==> src/rtl/bird_input_ctrl_if.sv <==
// Control bundle between bird_input_ctrl and the game/display side.
//   key_raw   : raw flap key from the board pin (asynchronous)
//   game_over : collision/game-over level from the game logic
//   tick      : one-cycle enable to the bird-column light cells
//   up        : flap level to the light cells
//   dead      : high while the controller is in its DEAD state
//   flaps     : saturating count of accepted presses
interface bird_input_ctrl_if;
  logic       key_raw;
  logic       game_over;
  logic       tick;
  logic       up;
  logic       dead;
  logic [7:0] flaps;

  // Game/board side: drives the key and game-over flag, observes outputs.
  modport master (
    output key_raw,
    output game_over,
    input  tick,
    input  up,
    input  dead,
    input  flaps
  );

  // Controller side.
  modport slave (
    input  key_raw,
    input  game_over,
    output tick,
    output up,
    output dead,
    output flaps
  );
endinterface

==> src/rtl/bird_input_ctrl.sv <==
// Upstream control stage for the bird column: divides clk into a one-cycle
// tick, synchronises and edge-detects the flap key, and holds `up` for a
// fixed number of ticks per accepted press.
//   clk   : system clock
//   reset : synchronous, active-high
//   ctl   : slave side of bird_input_ctrl_if (key_raw, game_over in;
//           tick, up, dead, flaps out)
module bird_input_ctrl #(
  parameter int unsigned TICK_DIV       = 25_000_000,
  parameter int unsigned FLAP_TICKS     = 2,
  parameter bit          KEY_ACTIVE_LOW = 1'b1
) (
  input  logic              clk,
  input  logic              reset,
  bird_input_ctrl_if.slave  ctl
);

  localparam int unsigned CNT_W   = $clog2(TICK_DIV);
  localparam int unsigned RISE_W  = $clog2(FLAP_TICKS + 1);
  localparam int unsigned FLAPS_W = 8;

  localparam logic [CNT_W-1:0]   CNT_MAX   = CNT_W'(TICK_DIV - 1);
  localparam logic [RISE_W-1:0]  RISE_LOAD = RISE_W'(FLAP_TICKS);
  localparam logic [RISE_W-1:0]  RISE_ONE  = RISE_W'(1);
  localparam logic [FLAPS_W-1:0] FLAPS_MAX = FLAPS_W'(255);
  localparam logic               KEY_REL   = KEY_ACTIVE_LOW;

  localparam logic [1:0] ST_IDLE = 2'd0;
  localparam logic [1:0] ST_RISE = 2'd1;
  localparam logic [1:0] ST_DEAD = 2'd2;

  logic               s1_q, s2_q;
  logic               key_prev_q, key_prev_d;
  logic [1:0]         fill_q;
  logic               key_s_c;
  logic               press_c;

  logic [CNT_W-1:0]   cnt_q, cnt_d;
  logic               tick_c;

  logic [1:0]         state_q, state_d;
  logic [RISE_W-1:0]  rise_q, rise_d;
  logic [FLAPS_W-1:0] flaps_q, flaps_d;
  logic               up_q, up_d;
  logic               dead_q, dead_d;

  // Key synchroniser and edge-detect history.
  always_ff @(posedge clk) begin
    if (reset) begin
      s1_q       <= KEY_REL;
      s2_q       <= KEY_REL;
      key_prev_q <= 1'b1;
      fill_q     <= 2'b00;
    end else begin
      s1_q       <= ctl.key_raw;
      s2_q       <= s1_q;
      key_prev_q <= key_prev_d;
      fill_q     <= {fill_q[0], 1'b1};
    end
  end

  // Normalised key: 1 means pressed.
  assign key_s_c = s2_q ^ KEY_REL;

  // key_prev stays 1 until the synchroniser has flushed its reset value, so
  // a key held through reset never looks like a fresh edge.
  assign key_prev_d = fill_q[1] ? key_s_c : 1'b1;
  assign press_c    = key_s_c & ~key_prev_q;

  // Free-running tick divider.
  assign cnt_d  = (cnt_q == CNT_MAX) ? '0 : cnt_q + CNT_W'(1);
  assign tick_c = (cnt_q == CNT_MAX) & ~reset;

  always_ff @(posedge clk) begin
    if (reset) begin
      cnt_q <= '0;
    end else begin
      cnt_q <= cnt_d;
    end
  end

  // Flap FSM state register and registered outputs.
  always_ff @(posedge clk) begin
    if (reset) begin
      state_q <= ST_IDLE;
      rise_q  <= '0;
      flaps_q <= '0;
      up_q    <= 1'b0;
      dead_q  <= 1'b0;
    end else begin
      state_q <= state_d;
      rise_q  <= rise_d;
      flaps_q <= flaps_d;
      up_q    <= up_d;
      dead_q  <= dead_d;
    end
  end

  // Next-state logic; game_over outranks press and tick.
  always_comb begin
    state_d = state_q;
    rise_d  = rise_q;
    flaps_d = flaps_q;

    if (ctl.game_over) begin
      state_d = ST_DEAD;
    end else begin
      case (state_q)
        ST_IDLE: begin
          if (press_c) begin
            state_d = ST_RISE;
            rise_d  = RISE_LOAD;
            flaps_d = (flaps_q == FLAPS_MAX) ? flaps_q : flaps_q + FLAPS_W'(1);
          end
        end
        ST_RISE: begin
          // A press in a tick cycle reloads; the tick is not consumed.
          if (press_c) begin
            rise_d  = RISE_LOAD;
            flaps_d = (flaps_q == FLAPS_MAX) ? flaps_q : flaps_q + FLAPS_W'(1);
          end else if (tick_c) begin
            if (rise_q == RISE_ONE) begin
              state_d = ST_IDLE;
              rise_d  = '0;
            end else begin
              rise_d = rise_q - RISE_W'(1);
            end
          end
        end
        ST_DEAD: begin
          state_d = ST_DEAD;
        end
        default: begin
          state_d = ST_IDLE;
          rise_d  = '0;
        end
      endcase
    end

    up_d   = (state_d == ST_RISE);
    dead_d = (state_d == ST_DEAD);
  end

  assign ctl.tick  = tick_c;
  assign ctl.up    = up_q;
  assign ctl.dead  = dead_q;
  assign ctl.flaps = flaps_q;

endmodule
==> src/flat_wrapper.sv <==
// flat-port wrapper written by rule: the top's interface ports become plain ports
module bird_input_ctrl_flat 
#(
  parameter int unsigned TICK_DIV       = 25_000_000,
  parameter int unsigned FLAP_TICKS     = 2,
  parameter bit          KEY_ACTIVE_LOW = 1'b1
)
  (clk, reset, ctl_key_raw, ctl_game_over, ctl_tick, ctl_up, ctl_dead, ctl_flaps);
  bird_input_ctrl_if ctl_i ();
  input  logic clk;
  input  logic reset;
  input wire logic [$bits(ctl_i.key_raw)-1:0] ctl_key_raw;
  input wire logic [$bits(ctl_i.game_over)-1:0] ctl_game_over;
  output wire logic [$bits(ctl_i.tick)-1:0] ctl_tick;
  output wire logic [$bits(ctl_i.up)-1:0] ctl_up;
  output wire logic [$bits(ctl_i.dead)-1:0] ctl_dead;
  output wire logic [$bits(ctl_i.flaps)-1:0] ctl_flaps;
  assign ctl_i.key_raw = ctl_key_raw;
  assign ctl_i.game_over = ctl_game_over;
  assign ctl_tick = ctl_i.tick;
  assign ctl_up = ctl_i.up;
  assign ctl_dead = ctl_i.dead;
  assign ctl_flaps = ctl_i.flaps;
  bird_input_ctrl #(.TICK_DIV(TICK_DIV), .FLAP_TICKS(FLAP_TICKS), .KEY_ACTIVE_LOW(KEY_ACTIVE_LOW)) u_core (.clk(clk), .reset(reset), .ctl(ctl_i));
endmodule
==> config.mk <==
export PLATFORM = sky130hd
export DESIGN_NAME = bird_input_ctrl_flat
export DESIGN_NICKNAME = d
export VERILOG_FILES = /design/src/rtl/bird_input_ctrl_if.sv /design/src/rtl/bird_input_ctrl.sv /design/src/flat_wrapper.sv
export SDC_FILE = /design/constraint.sdc
export NUM_CORES = 1
export LEC_CHECK = 0
export CORE_MARGIN = 3
export CORE_UTILIZATION = 57
export CTS_CLUSTER_DIAMETER = 150
export DETAILED_ROUTE_END_ITERATION = 8
export PLACE_DENSITY_LB_ADDON = 0.3
export SLEW_MARGIN = 20
export SYNTH_ARGS = -nofsm -noshare
export SYNTH_HDL_FRONTEND = slang
export SYNTH_SLANG_ARGS = --single-unit
==> constraint.sdc <==
create_clock -name clk -period 2.46 [get_ports clk]
set_clock_uncertainty 0.05 [all_clocks]
set_input_delay 0.738 -clock clk [delete_from_list [all_inputs] [get_ports clk]]
set_output_delay 0.738 -clock clk [all_outputs]
set_load 0.05 [all_outputs]
==> qor.csv, run 1 <==
stage,metric,value,unit
critical_path,r2r setup slk,350,ps
logic_synthesis,Mapped Nets,231,
drt,routed len/inst,14.2,µm
drt,Via Count,1730,
timing,Final Hold Viols,0,
logic_synthesis,Syn. warnings,0,
critical_path,reg-to-reg startpoint,u_core.cnt_q[0],
critical_path,CP arrival,1630,ps
cts,clock sink count,44,
logic_synthesis,Mapped Area,2000,µm²
timing,Max Fclk,413,MHz
logic_synthesis,Synth area leaders,"dfxtp_1, nor2_1, nand3_1",
timing,Final Max Tran Viols,0,
cells_and_area,nets@finish,258,
logic_synthesis,Yosys cell types,36,
floorplan,die area,4260,µm²
timing,setup violators final,0,
timing,slack of the critical path,40.1,ps
logic_synthesis,ys async rst share,0,%
critical_path,CP endpoint,ctl_tick,
drt,DR pass1 iterations,6,
critical_path,kind of critical path,reg2out,
critical_path,CP required,1670,ps
critical_path,R2R cell count,5,
hold_path,Worst Hold Class,reg2reg,
global_routing,number of global-route vias before repair,1692,
timing,min Tclk post-route,2420,ps
logic_synthesis,list of most frequent post-synthesis cells,"dfxtp_1, nor2_1, nand3_1",
drt,vias per cell,5.84,
power_and_ir_drop,Power Internal,0.966,mW
timing,unrepaired setup endpoints after global routing,true,
cts,CTS Buf Count,5,
critical_path,Critical Path Sink Type,output port,
floorplan,Die Ht,65.2,µm
critical_path,Worst setup startpoint,u_core.cnt_q[15],
floorplan,num ports,15,
logic_synthesis,Syn Inst Count,224,
timing,Tcrit/Tclk final,98.4,%
drt,Routed Antenna Nets,0,
run_status,outcome,finished clean,
power_and_ir_drop,worst vdd ir,0.348,mV
power_and_ir_drop,net switching power,0.295,mW
power_and_ir_drop,P per Cell Area,520,nW/µm²
cts,buffer depth of the longest clock path,2,
cts,H-tree Lvls,2,
floorplan,Initial Util,62.5,%
global_routing,Overflow after GRT,0,
placed_design,Placement Setup Slack,156,ps
placed_design,placed cells,282,
placed_design,detailed placement HPWL,2800,µm
floorplan,DIE WIDTH,65.2,µm
drt,drt drc,0,
logic_synthesis,main flop type after synthesis,dfxtp_1,
cells_and_area,FILL cells,265,
timing,slew margin rel.,66.3,%
cts,clk_lat worst skew,380,ps
power_and_ir_drop,Power Total,1.26,mW
placed_design,gpl congestion,0.773,
cells_and_area,share of cells above drive strength 1,17.1,%
global_routing,GRT Total Usage,23.0,%
run,maxcap violations,0,
cts,Clock Tree Root,clkbuf_4,
power_and_ir_drop,sequential power share,58.1,%
critical_path,reg2reg end,u_core.cnt_q[22],
global_routing,initial antenna violation count,0,
power_and_ir_drop,Pleak,0.927,nW
global_routing,largest net degree at the start of global routing,25,
logic_synthesis,Synth Register Bits,44,
timing,Slew @ Worst Pin,504,ps
power_and_ir_drop,power share of the clock group,37.4,%
logic_synthesis,most frequent cell after synthesis,dfxtp_1,
cts,clk slew on worst S/H paths,150,ps
floorplan,Site Rows,20,
critical_path,CP max FO,5,
logic_synthesis,"EDFF count, synth",0,
cells_and_area,n_diodes,0,
cts,Post-CTS Hold Buffers,0,
cells_and_area,Synth-to-Final Area Change,21.3,%
logic_synthesis,Syn Area/Cell,8.93,µm²
logic_synthesis,cell taking the most area after synthesis,dfxtp_1,
floorplan,core footprint,3200,µm²
power_and_ir_drop,switching portion of total power,23.4,%
drt,Post-Route WL,4200,µm
drt,Iteration-0 DRC Markers,144,
cts,CTS tree,built,
logic_synthesis,top-area cell type share of the netlist area,44.0,%
power_and_ir_drop,combinational power share,4.6,%
critical_path,CP Launch Type,register,
logic_synthesis,"Seq/Total Area, Yosys",44.0,%
placed_design,count of input and output buffers,14,
hold_path,hold_sp,u_core.fill_q[1],
global_routing,first-pass GRT wire length,7560,µm
cells_and_area,final std cells w/o fill,296,
==> logic make-up after synthesis <==
family | share of synthesized area (%)
adders and majority gates | 1.88
AOI/OAI and AO/OA | 13.1
and+or+nand+nor | 29.9
xor gates and xnor gates | 7.00
DFF | 44.0
muxes | 0.500
buffers and inverters | 3.56
==> critical path, stage by stage (launching register included) <==
cell and delay (ps):
dfxtp_4 390, nor4b_4 280, and4_1 250, nand2_2 90
nor2_4 120, buf_12 140
==> state kept, by name, indices dropped and copies added (netlist names) <==
| name | cells |
|---|---|
| u_core.key_prev_q | 1 |
| u_core.s2_q | 1 |
| u_core.fill_q | 2 |
| u_core.s1_q | 1 |
| u_core.ctl.flaps | 8 |
| u_core.ctl.up | 1 |
| u_core.cnt_q | 25 |
| u_core.rise_q | 2 |
| u_core.state_q | 2 |
| u_core.ctl.dead | 1 |
==> cell usage in the layout, fill, tap and decap left out, types with 2 or more instances in the layout <==
cell type,instances
clkbuf_4,5
nor2_1,23
o2111ai_1,2
buf_12,2
xnor2_1,7
nor3_1,7
nand3_1,16
a31oi_1,2
and3_1,6
or2_2,2
o31ai_1,7
o21ai_0,9
or3_1,6
buf_4,11
and4_1,3
dfxtp_1,38
o21a_1,3
o211ai_1,5
dfxtp_2,5
nand4_1,8
xor2_1,9
or4_1,8
dlymetal6s2s_1,6
clkinv_4,2
a21oi_1,14
inv_1,7
nand2_1,8
clkdlybuf4s50_1,6
and3_2,2
ha_1,2
==> final cells by class <==
class | instances | area, µm² | share of cell area [%]
inverters | 7 | 26.3 | 1.08
repair buffers | 26 | 267 | 11.0
clock inverters | 3 | 47.5 | 1.96
clock buffers | 5 | 37.5 | 1.55
flip-flops and latches | 44 | 891 | 36.7
multi-input cells | 167 | 1100 | 45.4
well taps | 44 | 55.1 | 2.27
==> what timing repair did <==
item                                    4_1_cts  5_1_grt
buffers inserted                              5        1
gates resized for setup                      14       11
hold endpoints to repair                      0        0
endpoints found under the setup margin        2        7
pin swaps                                     4        2
==> power by group through the flow <==
stage                     sequential, mW  clock (mW)  combinational (mW)
final                              0.732       0.471              0.0577
after global routing               0.734       0.503              0.0642
after CTS                          0.733       0.477              0.0570
after detailed placement           0.748           0              0.0480
after global placement             0.748           0              0.0473
after floorplan                    0.752           0              0.0224
==> through the flow <==
| step | utilization, % | TNS (ps) | hold slack (ps) | instance area [µm²] |
|---|---|---|---|---|
| floorplan | - | 0 | 318 | 2000 |
| global placement | 69.3 | 0 | 322 | 2220 |
| detailed placement | 69.3 | 0 | 327 | 2220 |
| CTS | 74.8 | -2.39 | 360 | 2390 |
| global route | 75.7 | -35.6 | 382 | 2430 |
| finish | 75.7 | 0 | 358 | 2430 |
==> worst min-delay path by stage <==
stage	depth (start not counted)	endpoint	slack, ps
final	1	u_core.key_prev_q	360
after floorplan	1	u_core.key_prev_q	320
after detailed placement	1	u_core.key_prev_q	330
after global placement	1	u_core.key_prev_q	320
after global routing	1	u_core.key_prev_q	380
after CTS	1	u_core.key_prev_q	360
==> metal layers <==
| layer | vias up | global-route usage, % | share of wire [%] |
|---|---|---|---|
| li1 | 880 | - | - |
| met1 | 808 | 30.5 | 49 |
| met2 | 33 | 34.5 | 45 |
| met3 | 9 | 5.13 | 4.0 |
| met4 | 0 | 12.4 | 1.8 |
| met5 | - | 0 | 0 |
Power figures use the tool's default switching activity.
==> inputs of run 2 (changes only) <==
- ABC_CLOCK_PERIOD_IN_PS: unset -> 2460
==> results of run 2 <==
Final layout, timing and power as in run 1 (identical DEF).
==> inputs of run 3 (changes only) <==
- ABC_CLOCK_PERIOD_IN_PS: 2460 -> 3050
- CORE_UTILIZATION: 57 -> 60
- MAX_ROUTING_LAYER: unset -> met4
- RECOVER_POWER: unset -> 50
- clock period: 2.46 -> 3.05 ns (I/O delays scaled with it)
==> qor.csv, run 3 (synthesis gave the netlist of run 1 again) <==
stage,metric,value,unit
cells_and_area,share of cells above drive strength 1,6.58,%
critical_path,r2r setup slk,790,ps
critical_path,worst path cell trace,"ha_1, and2_1, and4_1, nand2_1, nor2_1, buf_12",
global_routing,first-pass GRT wire length,7410,µm
critical_path,CP arrival,1960,ps
drt,Via Count,1692,
cts,Post-CTS Hold Buffers,0,
floorplan,Site Rows,20,
cells_and_area,"most common cell after layout, fill and taps aside",dfxtp_1,
floorplan,die area,4060,µm²
drt,Iteration-0 DRC Markers,128,
timing,Slew @ Worst Pin,665,ps
timing,Final Hold Viols,0,
timing,worst hold slack,370,ps
placed_design,gpl congestion,0.790,
cells_and_area,"Most flops, register",u_core.cnt_q,
floorplan,core footprint,3130,µm²
critical_path,Crit path buffers/inverters,1,
hold_path,Worst Hold Class,reg2reg,
critical_path,crit-path max cell delay,420,ps
cts,clk slew on worst S/H paths,130,ps
drt,vias per cell,5.90,
global_routing,number of global-route vias before repair,1656,
floorplan,DIE WIDTH,63.7,µm
critical_path,"delay-heaviest family, CP",simple AND/OR/NAND/NOR gates,
drt,routed len/inst,14.0,µm
global_routing,initial antenna violation count,0,
floorplan,Die Ht,63.7,µm
critical_path,CP endpoint,ctl_tick,
placed_design,detailed placement HPWL,2810,µm
timing,Post-Route Setup TNS,0,ps
cells_and_area,max reg flops,25,
global_routing,Overflow after GRT,0,
critical_path,reg2reg end,u_core.cnt_q[24],
cells_and_area,"commonest cells after routing, fill and taps aside","dfxtp_1, nor2_1, nand3_1",
critical_path,reg-to-reg startpoint,u_core.cnt_q[0],
cts,CTS Buf Count,5,
timing,Tcrit/Tclk final,96.1,%
critical_path,CP required,2080,ps
placed_design,count of input and output buffers,14,
timing,unrepaired setup endpoints after global routing,false,
cts,Post-CTS Setup Bufs,0,
critical_path,stages on the worst setup path,6,
power_and_ir_drop,Power Total,1.15,mW
critical_path,kind of critical path,reg2out,
drt,drt drc,0,
run,maxcap violations,0,
drt,DR pass1 iterations,4,
timing,Final Max Tran Viols,0,
power_and_ir_drop,Pleak,0.755,nW
critical_path,Worst path slowest cell,dfxtp_1,
critical_path,Critical Path Sink Type,output port,
run_status,outcome,finished clean,
cts,# resized after CTS,0,
cts,CTS tree,built,
cells_and_area,Synth-to-Final Area Change,14.3,%
power_and_ir_drop,worst vdd ir,0.283,mV
cells_and_area,n_diodes,0,
timing,min Tclk post-route,2930,ps
cts,Clock Tree Root,clkbuf_4,
global_routing,largest net degree at the start of global routing,25,
power_and_ir_drop,P per Cell Area,503,nW/µm²
drt,Post-Route WL,4030,µm
timing,slew margin rel.,55.6,%
critical_path,CP Launch Type,register,
critical_path,Worst setup startpoint,u_core.cnt_q[0],
cells_and_area,nets@finish,249,
floorplan,num ports,15,
floorplan,Initial Util,64.0,%
cts,clock sink count,44,
timing,Max Fclk,341,MHz
critical_path,CP max FO,5,
critical_path,R2R cell count,5,
cts,buffer depth of the longest clock path,2,
global_routing,GRT Total Usage,23.3,%
timing,setup violators final,0,
drt,Routed Antenna Nets,0,
cts,H-tree Lvls,2,
cts,clk_lat worst skew,360,ps
run 3: cell types whose count changed in the layout (fill, tap and decap cells not counted), sizes merged:
cell,previous run,this run
buf,13,1
bufinv,1,3
clkbuf,5,8
clkdlybuf4s50,6,11
clkinv,2,0
dlygate4sd2,1,0
dlygate4sd3,0,2
dlymetal6s2s,6,0
run 3: routing by layer:
metal,vias up,global-route usage [%],share of wire (%)
met5,-,-,0
met4,0,7.82,0.99
met3,4,5.27,3.6
met2,31,36.4,47
met1,797,29.8,48
li1,860,-,-
run 3: worst min-delay path by stage:
stage / end / cells after the start / start
2_1_floorplan: u_core.key_prev_q / 1 / u_core.fill_q[1]
3_3_place_gp: u_core.key_prev_q / 1 / u_core.fill_q[1]
3_5_place_dp: u_core.key_prev_q / 1 / u_core.fill_q[1]
4_1_cts: u_core.key_prev_q / 1 / u_core.fill_q[1]
5_1_grt: u_core.key_prev_q / 1 / u_core.fill_q[1]
6_report: u_core.key_prev_q / 1 / u_core.fill_q[1]
run 3: through the flow:
| stage | utilization (%) | cell area (µm²) | setup slack [ps] | cells |
|---|---|---|---|---|
| final | 73.1 | 2290 | 120 | 287 |
| after global routing | 73.1 | 2290 | 4.09 | 287 |
| after global placement | 69.8 | 2180 | 399 | 279 |
| after detailed placement | 69.8 | 2180 | 367 | 279 |
| after CTS | 73.9 | 2310 | 137 | 287 |
| after floorplan | - | 2000 | 140 | 224 |
run 3: final cells by class:
| type | count | area [µm²] |
|---|---|---|
| fillers | 236 | 842 |
| inverters | 7 | 26.3 |
| clock buffers | 5 | 37.5 |
| repair buffers | 17 | 163 |
| flip-flops and latches | 44 | 881 |
| well taps | 44 | 55.1 |
| clock inverters | 3 | 90.1 |
| multi-input cells | 167 | 1030 |
run 3: report_power, final:
part | total, mW | internal [mW] | switching [mW] | leakage [nW]
combinational | 0.0312 | 0.0112 | 0.0200 | 0.333
clock | 0.528 | 0.338 | 0.191 | 0.0654
sequential | 0.591 | 0.583 | 0.00785 | 0.357
